`src/rtl/ccd_cap_pkg.sv`:
```
// ccd_cap_pkg
//   Shared types and constants for the windowed CCD capture slice.
//   - cap_state_e  : capture FSM state encoding
//   - DEF_*        : default datapath widths
//   - DECIM_*/WIN_MIN : legal parameter ranges, clamped by the top level
package ccd_cap_pkg;

  typedef enum logic [1:0] {
    IDLE    = 2'd0,
    ARMED   = 2'd1,
    CAPTURE = 2'd2
  } cap_state_e;

  localparam int unsigned DEF_DATA_W  = 12;
  localparam int unsigned DEF_CNT_W   = 16;
  localparam int unsigned DEF_FRAME_W = 32;

  localparam int unsigned DECIM_MIN = 1;
  localparam int unsigned DECIM_MAX = 16;
  localparam int unsigned WIN_MIN   = 1;

  // Decimation phase runs 0..DECIM-1, so it must hold DECIM_MAX-1.
  localparam int unsigned PHASE_W = $clog2(DECIM_MAX);

  function automatic int unsigned clamp_decim(input int unsigned d);
    if (d < DECIM_MIN) return DECIM_MIN;
    if (d > DECIM_MAX) return DECIM_MAX;
    return d;
  endfunction

endpackage : ccd_cap_pkg

```
`src/rtl/ccd_axis_counter.sv`:
```
// ccd_axis_counter
//   One axis (column or row) of the capture window. Tracks the raw position
//   along the axis, whether it lies in [START, START+LEN), the decimation
//   phase relative to START and the decimated window index.
//   Ports:
//     i_clk, i_rst_n : clock, asynchronous active-low reset
//     i_clear        : restart the axis at raw position 0 (wins over i_step)
//     i_step         : advance one raw position (saturates at all-ones)
//     o_in_window    : current raw position is inside the window
//     o_keep         : inside the window and on a decimation phase of 0
//     o_index        : (raw - START) / DECIM for the current position
module ccd_axis_counter
  import ccd_cap_pkg::*;
#(
  parameter int unsigned CNT_W = DEF_CNT_W,
  parameter int unsigned START = 0,
  parameter int unsigned LEN   = 1,
  parameter int unsigned DECIM = 1
) (
  input  logic             i_clk,
  input  logic             i_rst_n,
  input  logic             i_clear,
  input  logic             i_step,
  output logic             o_in_window,
  output logic             o_keep,
  output logic [CNT_W-1:0] o_index
);

  // One extra bit so a window running past the counter range still compares.
  localparam logic [CNT_W:0]     WIN_LO     = (CNT_W+1)'(START);
  localparam logic [CNT_W:0]     WIN_HI     = (CNT_W+1)'(START + LEN);
  localparam logic [PHASE_W-1:0] PHASE_LAST = PHASE_W'(DECIM - 1);

  logic [CNT_W-1:0]   raw_q, raw_d;
  logic [CNT_W-1:0]   index_q, index_d;
  logic [PHASE_W-1:0] phase_q, phase_d;

  assign o_in_window = ({1'b0, raw_q} >= WIN_LO) && ({1'b0, raw_q} < WIN_HI);
  assign o_keep      = o_in_window && (phase_q == '0);
  assign o_index     = index_q;

  always_comb begin
    raw_d   = raw_q;
    phase_d = phase_q;
    index_d = index_q;
    if (i_clear) begin
      raw_d   = '0;
      phase_d = '0;
      index_d = '0;
    end else if (i_step && !(&raw_q)) begin
      raw_d = raw_q + 1'b1;
      // Phase/index only move while inside the window, so they read 0/0
      // exactly when the raw position reaches START: no divider needed.
      if (o_in_window) begin
        if (phase_q == PHASE_LAST) begin
          phase_d = '0;
          index_d = index_q + 1'b1;
        end else begin
          phase_d = phase_q + 1'b1;
        end
      end
    end
  end

  always_ff @(posedge i_clk or negedge i_rst_n) begin
    if (!i_rst_n) begin
      raw_q   <= '0;
      phase_q <= '0;
      index_q <= '0;
    end else begin
      raw_q   <= raw_d;
      phase_q <= phase_d;
      index_q <= index_d;
    end
  end

endmodule : ccd_axis_counter

```
`src/rtl/ccd_window_capture.sv`:
```
// ccd_window_capture
//   Frame-aligned raw Bayer capture with crop window and integer decimation.
//   Sits between the registered sensor pins and the RAW2RGB converter.
//   Ports:
//     i_clk, i_rst_n        : pixel clock, asynchronous active-low reset
//     i_start / i_end       : single-cycle arm / stop pulses (i_end wins)
//     i_data, i_fval, i_lval: registered sensor pixel, frame and line valid
//     o_data, o_dval        : kept pixel, 1-cycle latency; o_data holds when idle
//     o_x, o_y              : decimated window-relative column / row
//     o_frame_cnt           : completed captured frames (wrapping)
//     o_frame_done          : one-cycle pulse at the end of a captured frame
//     o_busy                : FSM is not IDLE
//     o_line_len            : last complete line length of the last captured frame
//     o_frame_lines         : line count of the last captured frame
//   Build option: define CCD_CAPTURE_STATS_EN to build the o_line_len /
//   o_frame_lines statistics; otherwise both ports read 0.
module ccd_window_capture
  import ccd_cap_pkg::*;
#(
  parameter int unsigned DATA_W  = DEF_DATA_W,
  parameter int unsigned CNT_W   = DEF_CNT_W,
  parameter int unsigned FRAME_W = DEF_FRAME_W,
  parameter int unsigned X_START = 0,
  parameter int unsigned Y_START = 0,
  parameter int unsigned WIN_W   = 1280,
  parameter int unsigned WIN_H   = 960,
  parameter int unsigned DECIM   = 1
) (
  input  logic               i_clk,
  input  logic               i_rst_n,
  input  logic               i_start,
  input  logic               i_end,
  input  logic [DATA_W-1:0]  i_data,
  input  logic               i_fval,
  input  logic               i_lval,
  output logic [DATA_W-1:0]  o_data,
  output logic               o_dval,
  output logic [CNT_W-1:0]   o_x,
  output logic [CNT_W-1:0]   o_y,
  output logic [FRAME_W-1:0] o_frame_cnt,
  output logic               o_frame_done,
  output logic               o_busy,
  output logic [CNT_W-1:0]   o_line_len,
  output logic [CNT_W-1:0]   o_frame_lines
);

  localparam int unsigned DECIM_EFF = clamp_decim(DECIM);
  localparam int unsigned WIN_W_EFF = (WIN_W < WIN_MIN) ? WIN_MIN : WIN_W;
  localparam int unsigned WIN_H_EFF = (WIN_H < WIN_MIN) ? WIN_MIN : WIN_H;

  cap_state_e state_q, state_d;
  logic       stop_pend_q, stop_pend_d;

  logic fval_q, fval_d;
  logic line_q, line_d;
  logic line_act;
  logic fval_rise, fval_fall, line_fall;
  logic cap_en, frame_end;

  logic             x_clear, x_step, x_in, x_keep;
  logic             y_clear, y_step, y_in, y_keep;
  logic [CNT_W-1:0] x_idx, y_idx;
  logic             keep;

  logic [DATA_W-1:0]  data_q, data_d;
  logic               dval_q, dval_d;
  logic [CNT_W-1:0]   x_q, x_d, y_q, y_d;
  logic [FRAME_W-1:0] frame_cnt_q, frame_cnt_d;
  logic               frame_done_q, frame_done_d;

  // LVAL is only meaningful inside FVAL, so line edges use the gated copy.
  assign line_act  = i_fval & i_lval;
  assign fval_d    = i_fval;
  assign line_d    = line_act;
  assign fval_rise = i_fval & ~fval_q;
  assign fval_fall = ~i_fval & fval_q;
  assign line_fall = ~line_act & line_q;

  // FSM: state register
  always_ff @(posedge i_clk or negedge i_rst_n) begin
    if (!i_rst_n) begin
      state_q     <= IDLE;
      stop_pend_q <= 1'b0;
    end else begin
      state_q     <= state_d;
      stop_pend_q <= stop_pend_d;
    end
  end

  // FSM: next state
  always_comb begin
    state_d     = state_q;
    stop_pend_d = stop_pend_q;
    unique case (state_q)
      IDLE: begin
        if (i_start && !i_end) state_d = ARMED;
      end
      ARMED: begin
        if (i_end)          state_d = IDLE;
        else if (fval_rise) state_d = CAPTURE;
      end
      CAPTURE: begin
        if (i_end) stop_pend_d = 1'b1;
        if (fval_fall) begin
          state_d     = (stop_pend_q || i_end) ? IDLE : ARMED;
          stop_pend_d = 1'b0;
        end
      end
      default: begin
        state_d     = IDLE;
        stop_pend_d = 1'b0;
      end
    endcase
  end

  // FSM: outputs
  always_comb begin
    cap_en    = (state_q == CAPTURE);
    frame_end = cap_en & fval_fall;
  end

  assign o_busy = (state_q != IDLE);

  // Counters restart on fval rise while still ARMED so the first pixel of
  // the frame lands on raw (0,0); stepping only happens during CAPTURE.
  assign x_clear = line_fall | fval_rise;
  assign x_step  = cap_en & line_act;
  assign y_clear = fval_rise;
  assign y_step  = cap_en & line_fall;

  ccd_axis_counter #(
    .CNT_W (CNT_W),
    .START (X_START),
    .LEN   (WIN_W_EFF),
    .DECIM (DECIM_EFF)
  ) u_x_cnt (
    .i_clk       (i_clk),
    .i_rst_n     (i_rst_n),
    .i_clear     (x_clear),
    .i_step      (x_step),
    .o_in_window (x_in),
    .o_keep      (x_keep),
    .o_index     (x_idx)
  );

  ccd_axis_counter #(
    .CNT_W (CNT_W),
    .START (Y_START),
    .LEN   (WIN_H_EFF),
    .DECIM (DECIM_EFF)
  ) u_y_cnt (
    .i_clk       (i_clk),
    .i_rst_n     (i_rst_n),
    .i_clear     (y_clear),
    .i_step      (y_step),
    .o_in_window (y_in),
    .o_keep      (y_keep),
    .o_index     (y_idx)
  );

  assign keep = cap_en & line_act & x_in & y_in & x_keep & y_keep;

  always_comb begin
    data_d       = data_q;
    x_d          = x_q;
    y_d          = y_q;
    dval_d       = keep;
    frame_done_d = frame_end;
    frame_cnt_d  = frame_cnt_q;
    if (keep) begin
      data_d = i_data;
      x_d    = x_idx;
      y_d    = y_idx;
    end
    if (frame_end) frame_cnt_d = frame_cnt_q + 1'b1;
  end

  always_ff @(posedge i_clk or negedge i_rst_n) begin
    if (!i_rst_n) begin
      fval_q       <= 1'b0;
      line_q       <= 1'b0;
      data_q       <= '0;
      dval_q       <= 1'b0;
      x_q          <= '0;
      y_q          <= '0;
      frame_cnt_q  <= '0;
      frame_done_q <= 1'b0;
    end else begin
      fval_q       <= fval_d;
      line_q       <= line_d;
      data_q       <= data_d;
      dval_q       <= dval_d;
      x_q          <= x_d;
      y_q          <= y_d;
      frame_cnt_q  <= frame_cnt_d;
      frame_done_q <= frame_done_d;
    end
  end

  assign o_data       = data_q;
  assign o_dval       = dval_q;
  assign o_x          = x_q;
  assign o_y          = y_q;
  assign o_frame_cnt  = frame_cnt_q;
  assign o_frame_done = frame_done_q;

`ifdef CCD_CAPTURE_STATS_EN
  logic [CNT_W-1:0] pix_cnt_q, pix_cnt_d;
  logic [CNT_W-1:0] line_cnt_q, line_cnt_d;
  logic [CNT_W-1:0] last_len_q, last_len_d;
  logic [CNT_W-1:0] line_len_q, line_len_d;
  logic [CNT_W-1:0] frame_lines_q, frame_lines_d;

  // Unwindowed raw counts, kept separately from the axis counters.
  always_comb begin
    pix_cnt_d     = pix_cnt_q;
    line_cnt_d    = line_cnt_q;
    last_len_d    = last_len_q;
    line_len_d    = line_len_q;
    frame_lines_d = frame_lines_q;
    if (x_clear)                   pix_cnt_d = '0;
    else if (x_step && !(&pix_cnt_q)) pix_cnt_d = pix_cnt_q + 1'b1;
    if (y_clear)                    line_cnt_d = '0;
    else if (y_step && !(&line_cnt_q)) line_cnt_d = line_cnt_q + 1'b1;
    if (y_step) last_len_d = pix_cnt_q;
    // Next-state values so a line ending on the same edge as FVAL counts.
    if (frame_end) begin
      line_len_d    = last_len_d;
      frame_lines_d = line_cnt_d;
    end
  end

  always_ff @(posedge i_clk or negedge i_rst_n) begin
    if (!i_rst_n) begin
      pix_cnt_q     <= '0;
      line_cnt_q    <= '0;
      last_len_q    <= '0;
      line_len_q    <= '0;
      frame_lines_q <= '0;
    end else begin
      pix_cnt_q     <= pix_cnt_d;
      line_cnt_q    <= line_cnt_d;
      last_len_q    <= last_len_d;
      line_len_q    <= line_len_d;
      frame_lines_q <= frame_lines_d;
    end
  end

  assign o_line_len    = line_len_q;
  assign o_frame_lines = frame_lines_q;
`else
  assign o_line_len    = '0;
  assign o_frame_lines = '0;
`endif

endmodule : ccd_window_capture

```
`config.mk`:
```
export PLATFORM = sky130hd
export DESIGN_NAME = ccd_window_capture
export DESIGN_NICKNAME = d
export VERILOG_FILES = /design/src/rtl/ccd_cap_pkg.sv /design/src/rtl/ccd_axis_counter.sv /design/src/rtl/ccd_window_capture.sv
export SDC_FILE = /design/constraint.sdc
export NUM_CORES = 1
export LEC_CHECK = 0
export CAP_MARGIN = 20
export CELL_PAD_IN_SITES_DETAIL_PLACEMENT = 1
export CELL_PAD_IN_SITES_GLOBAL_PLACEMENT = 1
export CORE_MARGIN = 10
export CORE_UTILIZATION = 35
export CTS_CLUSTER_DIAMETER = 40
export DETAILED_ROUTE_END_ITERATION = 12
export GPL_ROUTABILITY_DRIVEN = 0
export HOLD_SLACK_MARGIN = 0.15
export PLACE_DENSITY = 0.77
export SLEW_MARGIN = 15
export SYNTH_ARGS = -nofsm -noshare
export SYNTH_HDL_FRONTEND = slang
export SYNTH_SLANG_ARGS = --single-unit
```
`constraint.sdc`:
```
create_clock -name i_clk -period 2.6 [get_ports i_clk]
set_clock_uncertainty 0.15 [all_clocks]
set_input_delay 0.26 -clock i_clk [delete_from_list [all_inputs] [get_ports i_clk]]
set_output_delay 0.26 -clock i_clk [all_outputs]
set_load 0.05 [all_outputs]
```
Word-level counts from Yosys, hierarchy flattened
Index checks and enable logic that the tools add are counted.

Mux-type cells: 29. Shift-type cells: 0. $lt $le $gt $ge: 2. Bitwise logic cells: 16. Add/sub/neg operators: 7. Equality and inequality tests: 6. Reduce and logical (&&, ||, !) cells: 28. Div/mod/pow operators: 0. Multipliers: 0.

Operators with widths (number): 16-bit two-way mux (12); 16-bit by 1-bit adder with 16-bit output, second input constant (4); 32-bit by 1-bit adder with 32-bit output, second input constant (1); 4-bit two-way mux (8); 16-bit AND reduction (2); 16-bit by 10-bit < comparator with 1-bit output, second input constant (1); 16-bit by 11-bit < comparator with 1-bit output, second input constant (1); 2-bit nonzero test (7); 1-bit bitwise AND (11); 3-bit AND reduction (3); 4-bit by 1-bit adder with 4-bit output, second input constant (2); 4-bit zero test (2); 2-bit two-way mux (4); 3-bit != test, second input constant (2); 2-bit one-hot mux with 3 select lines (1); 2-bit AND reduction (3); 1-bit logical AND (5); 2-bit != test, second input constant (2); 1-bit inverter (4); 1-bit zero test (3); 1-bit two-way mux (3); 2-bit by 1-bit == test with 1-bit output, second input constant (1); 2-bit == test, second input constant (1); 2-bit zero test (1); 4 further kinds (4).

Output and inout bits: 111. Bits in read-only memories: 0. Input port bits: 18. Register bits: 155. RAM bits: 0. Memories: 0. Latch bits: 0. Word-level logic and storage cells: 104.

Longest topological paths before layout
Word-level depth: 7. Gate-level depth with buffers: 8. Depth with buffers taken out: 6.

By module
A second synthesis with hierarchy kept.

Cells, all modules: 722. Area total of the unflattened synthesis: 7747.4 um^2.

By module, submodules not included: ccd_window_capture (cells each 287, area an instance 3692.3 um^2, sequential area each 2077.0 um^2, times used 1); ccd_axis_counter (u_y_cnt) (cells each 227, area an instance 2092.0 um^2, sequential area each 900.9 um^2, times used 1); ccd_axis_counter (u_x_cnt) (cells each 208, area an instance 1963.1 um^2, sequential area each 900.9 um^2, times used 1).

Worst setup path after synthesis
OpenSTA, ideal clock, no wires.

Path kind: register -> register. Start: reg frame_cnt_q[0], in the netlist o_frame_cnt[0]. End: reg frame_cnt_q[20], in the netlist o_frame_cnt[20]. Arrival time: 2.019 ns. Stages on the path, launching flop included: 6. Path slack: 0.290 ns. Clock period less this slack: 2.310 ns. Setup time: 0.141 ns. Required time: 2.309 ns. Buffers on the path: 0. Cell sequence: dfrtp_1 ha_1 nand2_1 nor4_1 nand4_1 xnor2_1.

Longest elaborated chain between the ends: 1.

Ends and longest elaborated chain: start, declared (RTL line ccd_window_capture.sv:68) `logic [FRAME_W-1:0] frame_cnt_q, frame_cnt_d;`; start signal, assigned (RTL line ccd_window_capture.sv:195) `frame_cnt_q <= frame_cnt_d;`; 32-bit by 1-bit adder with 32-bit output (RTL line ccd_window_capture.sv:175) `if (frame_end) frame_cnt_d = frame_cnt_q + 1'b1;`.

No other way between the ends. A chain may end at the register's enable or synchronous reset.

Final worst setup path
Start: reg u_y_cnt.raw_q[12]. End: reg u_y_cnt.index_q[6], in the netlist u_y_cnt.o_index[6].

Longest elaborated chain between the ends: 5. Elaborated cells on any way between the ends: 7. Those cells by class: order compare: 1; reduce/logical: 6.

Ends and longest elaborated chain: start, declared (RTL line ccd_axis_counter.sv:34) `logic [CNT_W-1:0] raw_q, raw_d;`; start signal, assigned (RTL line ccd_axis_counter.sv:71) `raw_q <= raw_d;`; parallel branches: the longest is 4 deep, another holds 16-bit by 10-bit < comparator with 1-bit output; 3-bit AND reduction (no line) (*); end signal, assigned (RTL line ccd_axis_counter.sv:73) `index_q <= index_d;`; end, declared (RTL line ccd_axis_counter.sv:35) `logic [CNT_W-1:0] index_q, index_d;`.

Every way passes the cells marked *.

==> flow_summary.toml <==
[synthesis]
dominantRegCellSynth = "dfrtp_1"
syn_area_per_cell_um2 = 10.4
async_flop_share = 1.00
yosys.area.top_type = "dfrtp_1"
synth-seq-area-share = 0.487
synth_area_leaders = "dfrtp_1 49%, mux2_1 6.2%, mux2i_1 3.8%, buf_4 3.4%, nand2_1 3.3%"
syn-cell-area_um2 = 7960
synthCells = 768
synth_enable_flop_cells = 0
synth_seq_cells = 155
ys_types = 62
ys_warn_count = 0
synth_top_cell_area_share = 0.487

[timing]
min_period_ns = 2.46
rsz0062_at_grt = "no"
setup_viol = 0
tightest_slew_ns = 0.578
slew_violations = 0
maxSlewHeadroom = 0.614
tns_ns = 0
hold_violations = 0
max_freq_mhz = 407
setup_ws_ns = 0.143
fin_crit_sh = 0.945

[grt]
grt_antenna_before_repair = 0
grt_pass1_vias = 6556
grt_pass1_wl_mm = 34.7
grt_use_met3 = 0.0276
met2_usage = 0.249
grt_busiest_layer = "met2"
overflow = 0
grt_max_degree = 59
grtUsageMet1 = 0.182
track_usage = 0.146

[setup_path]
critical_path.endpoint_type = "flip-flop"
crit_buf_inv = 0
r2r_cells = 4
start_kind = "flip-flop"
r2r_slack_ns = 0.14
crit_fanout = 7
worst-setup-path-type = "flip-flop to flip-flop"
worstPathCellList = "or4_1 > or4_4 > or3_1 > a21oi_1"
slowest_delay_ns = 0.71
crit_required_ns = 2.80
cpMaxStageDelayCell = "or4_1"
cp.depth = 4
cpLargestDelayFamily = "simple AND/OR/NAND/NOR gates"
crit_arrival_ns = 2.65

[floorplan]
dieArea_um2 = 29200
fp.coreArea_um2 = 22500
ios = 129
row_count = 55
die_w_um = 171
start_util = 0.354
die_height_um = 171

[detailed_routing]
vias = 6326
drt_iter0_drc = 433
routed_wirelength_mm = 21.4
drcViolationCount = 0
vias_per_cell = 5.38
drtAntennaViolNets = 0
wire_per_inst_um = 18.2
drt-pass1-iter-count = 4

[clock_network]
cts_tree = "yes"
cts.clk_slew.worst_paths_ns = 0.06
cts_buffers = 17
htree_levels = 4
clock_latency_ns = 0.43
cts_buffer_depth = 2
cts-root-buf = "clkbuf_16"
cts.sinks = 155

[power_and_ir_drop]
total_power_mw = 6.27
intPower_mw = 4.37
power_leakage_nw = 4.46
pwr-share-seq = 0.415
p_sw_mw = 1.90
combPwrFrac = 0.156
ir_drop_mv = 0.361
clkPwrFrac = 0.428
p_sw_frac = 0.302
powerDensity_nw_per_um2 = 630

[place]
place_ws_ns = 0.106
hpwl_mm = 14.9
port_buffers = 96

[final_layout]
utilization = 0.442
area_delta_synth_final_pct = 24.9
drive_gt1_frac = 0.0943
n_fill_cell = 2470
num-nets-final = 905
diodes = 0

[run_status]
outcome = "finished clean"

[run]
maxCapViolCount = 0

[min_path]
hold_class = "input pin to async pin"
==> cells in the mapped netlist (14+ instances only) <==
cell type	instances
clkbuf_1	30
and4_1	16
buf_4	36
and3_1	15
or4_1	14
nand2b_1	16
xnor2_1	19
nand4_1	41
nand2_1	70
o21ai_0	14
dfrtp_1	155
mux2_1	44
nand3_1	38
a21oi_1	41
or3_1	24
inv_1	15
nor2_1	23
mux2i_1	30
==> worst paths after layout <==
path                                                from                              to
setup / recovery           u_y_cnt.raw_q[12]$_DFFE_PN0P_  u_y_cnt.o_index[6]$_DFFE_PN0P_
hold / removal                                   i_rst_n              o_x[8]$_DFFE_PN0P_
setup reg to reg           u_y_cnt.raw_q[12]$_DFFE_PN0P_  u_y_cnt.o_index[6]$_DFFE_PN0P_
hold reg to reg              o_frame_cnt[31]$_DFFE_PN0P_     o_frame_cnt[31]$_DFFE_PN0P_
max in group asynchronous                        i_rst_n    u_y_cnt.raw_q[1]$_DFFE_PN0P_
min in group i_clk                             i_data[7]           o_data[7]$_DFFE_PN0P_
==> power by group through the flow <==
stage / Sequential [mW] / Combinational (mW) / Clock, mW
after floorplan: 2.96 / 0.332 / 0
after global placement: 2.64 / 0.964 / 0
after detailed placement: 2.65 / 0.989 / 0
after CTS: 2.61 / 0.991 / 2.73
after global routing: 2.62 / 1.03 / 2.82
final: 2.60 / 0.979 / 2.68
==> repair_timing <==
item / CTS / global route
endpoints found under the setup margin: 0 / 1
resized for setup: 0 / 1
hold endpoints to repair: 55 / 0
setup buffers: 0 / 0
hold buffers: 1 / 0
==> kinds of logic (layout without fill, tap and decap cells) <==
kind of cell | Yosys count | count (layout) | share of synthesized area
AO/OA/AOI/OAI | 103 | 103 | 0.0831
XOR/XNOR | 31 | 31 | 0.0341
adder cells (fa/ha/maj) | 9 | 9 | 0.0141
buffers and inverters | 88 | 180 | 0.0594
flip-flops | 155 | 155 | 0.487
multiplexers | 75 | 75 | 0.101
other | 1 | 32 | 0.000471
AND/OR/NAND/NOR | 306 | 306 | 0.220
==> registers in the layout (all words and copies together) (netlist names) <==
name,cells
o_frame_cnt,32
o_x,16
o_y,16
u_x_cnt.o_index,16
u_x_cnt.raw_q,16
u_y_cnt.o_index,16
u_y_cnt.raw_q,16
o_data,12
u_x_cnt.phase_q,4
u_y_cnt.phase_q,4
state_q,2
fval_q,1
line_q,1
o_dval,1
o_frame_done,1
stop_pend_q,1
==> placed cells by master (no fill, tap or decap), drive strengths merged, types with 3 or more instances in the layout <==
cell / count
a211oi: 5
a21oi: 41
a31oi: 5
a41o: 6
and2: 7
and3: 15
and4: 16
buf: 37
bufinv: 3
clkbuf: 17
clkdlybuf4s50: 95
conb: 32
dfrtp: 155
ha: 9
inv: 24
mux2: 45
mux2i: 30
nand2: 70
nand2b: 16
nand3: 38
nand4: 41
nand4b: 3
nor2: 23
nor2b: 4
nor3: 11
nor3b: 3
nor4: 9
o21ai: 16
o31ai: 12
or2: 3
or3: 24
or4: 15
xnor2: 19
xor2: 12
==> per-layer routing <==
metal / vias to the layer above / wire length (um)
met4: 0 / 250
met2: 115 / 10600
li1: 2971 / -
met1: 3223 / 9730
met3: 17 / 831
met5: - / 0
==> through the flow <==
stage	area (um2)	instances	hold slack (ns)
floorplan	8080	799	-0.186
global placement	9310	1143	0.133
detailed placement	9310	1143	0.140
CTS	9950	1176	0.255
global route	9950	1176	0.279
finish	9950	1176	0.239
==> layout make-up <==
type	count	area [um2]	share of cell area
sequential	155	3880	0.390
multi-input combinational	556	3740	0.376
timing repair buffer	133	1290	0.130
clock buffer	17	425	0.0428
tap	285	357	0.0358
clock inverter	15	200	0.0201
inverter	15	56.3	0.00566
Note: power is estimated with default switching activity, not from simulation.
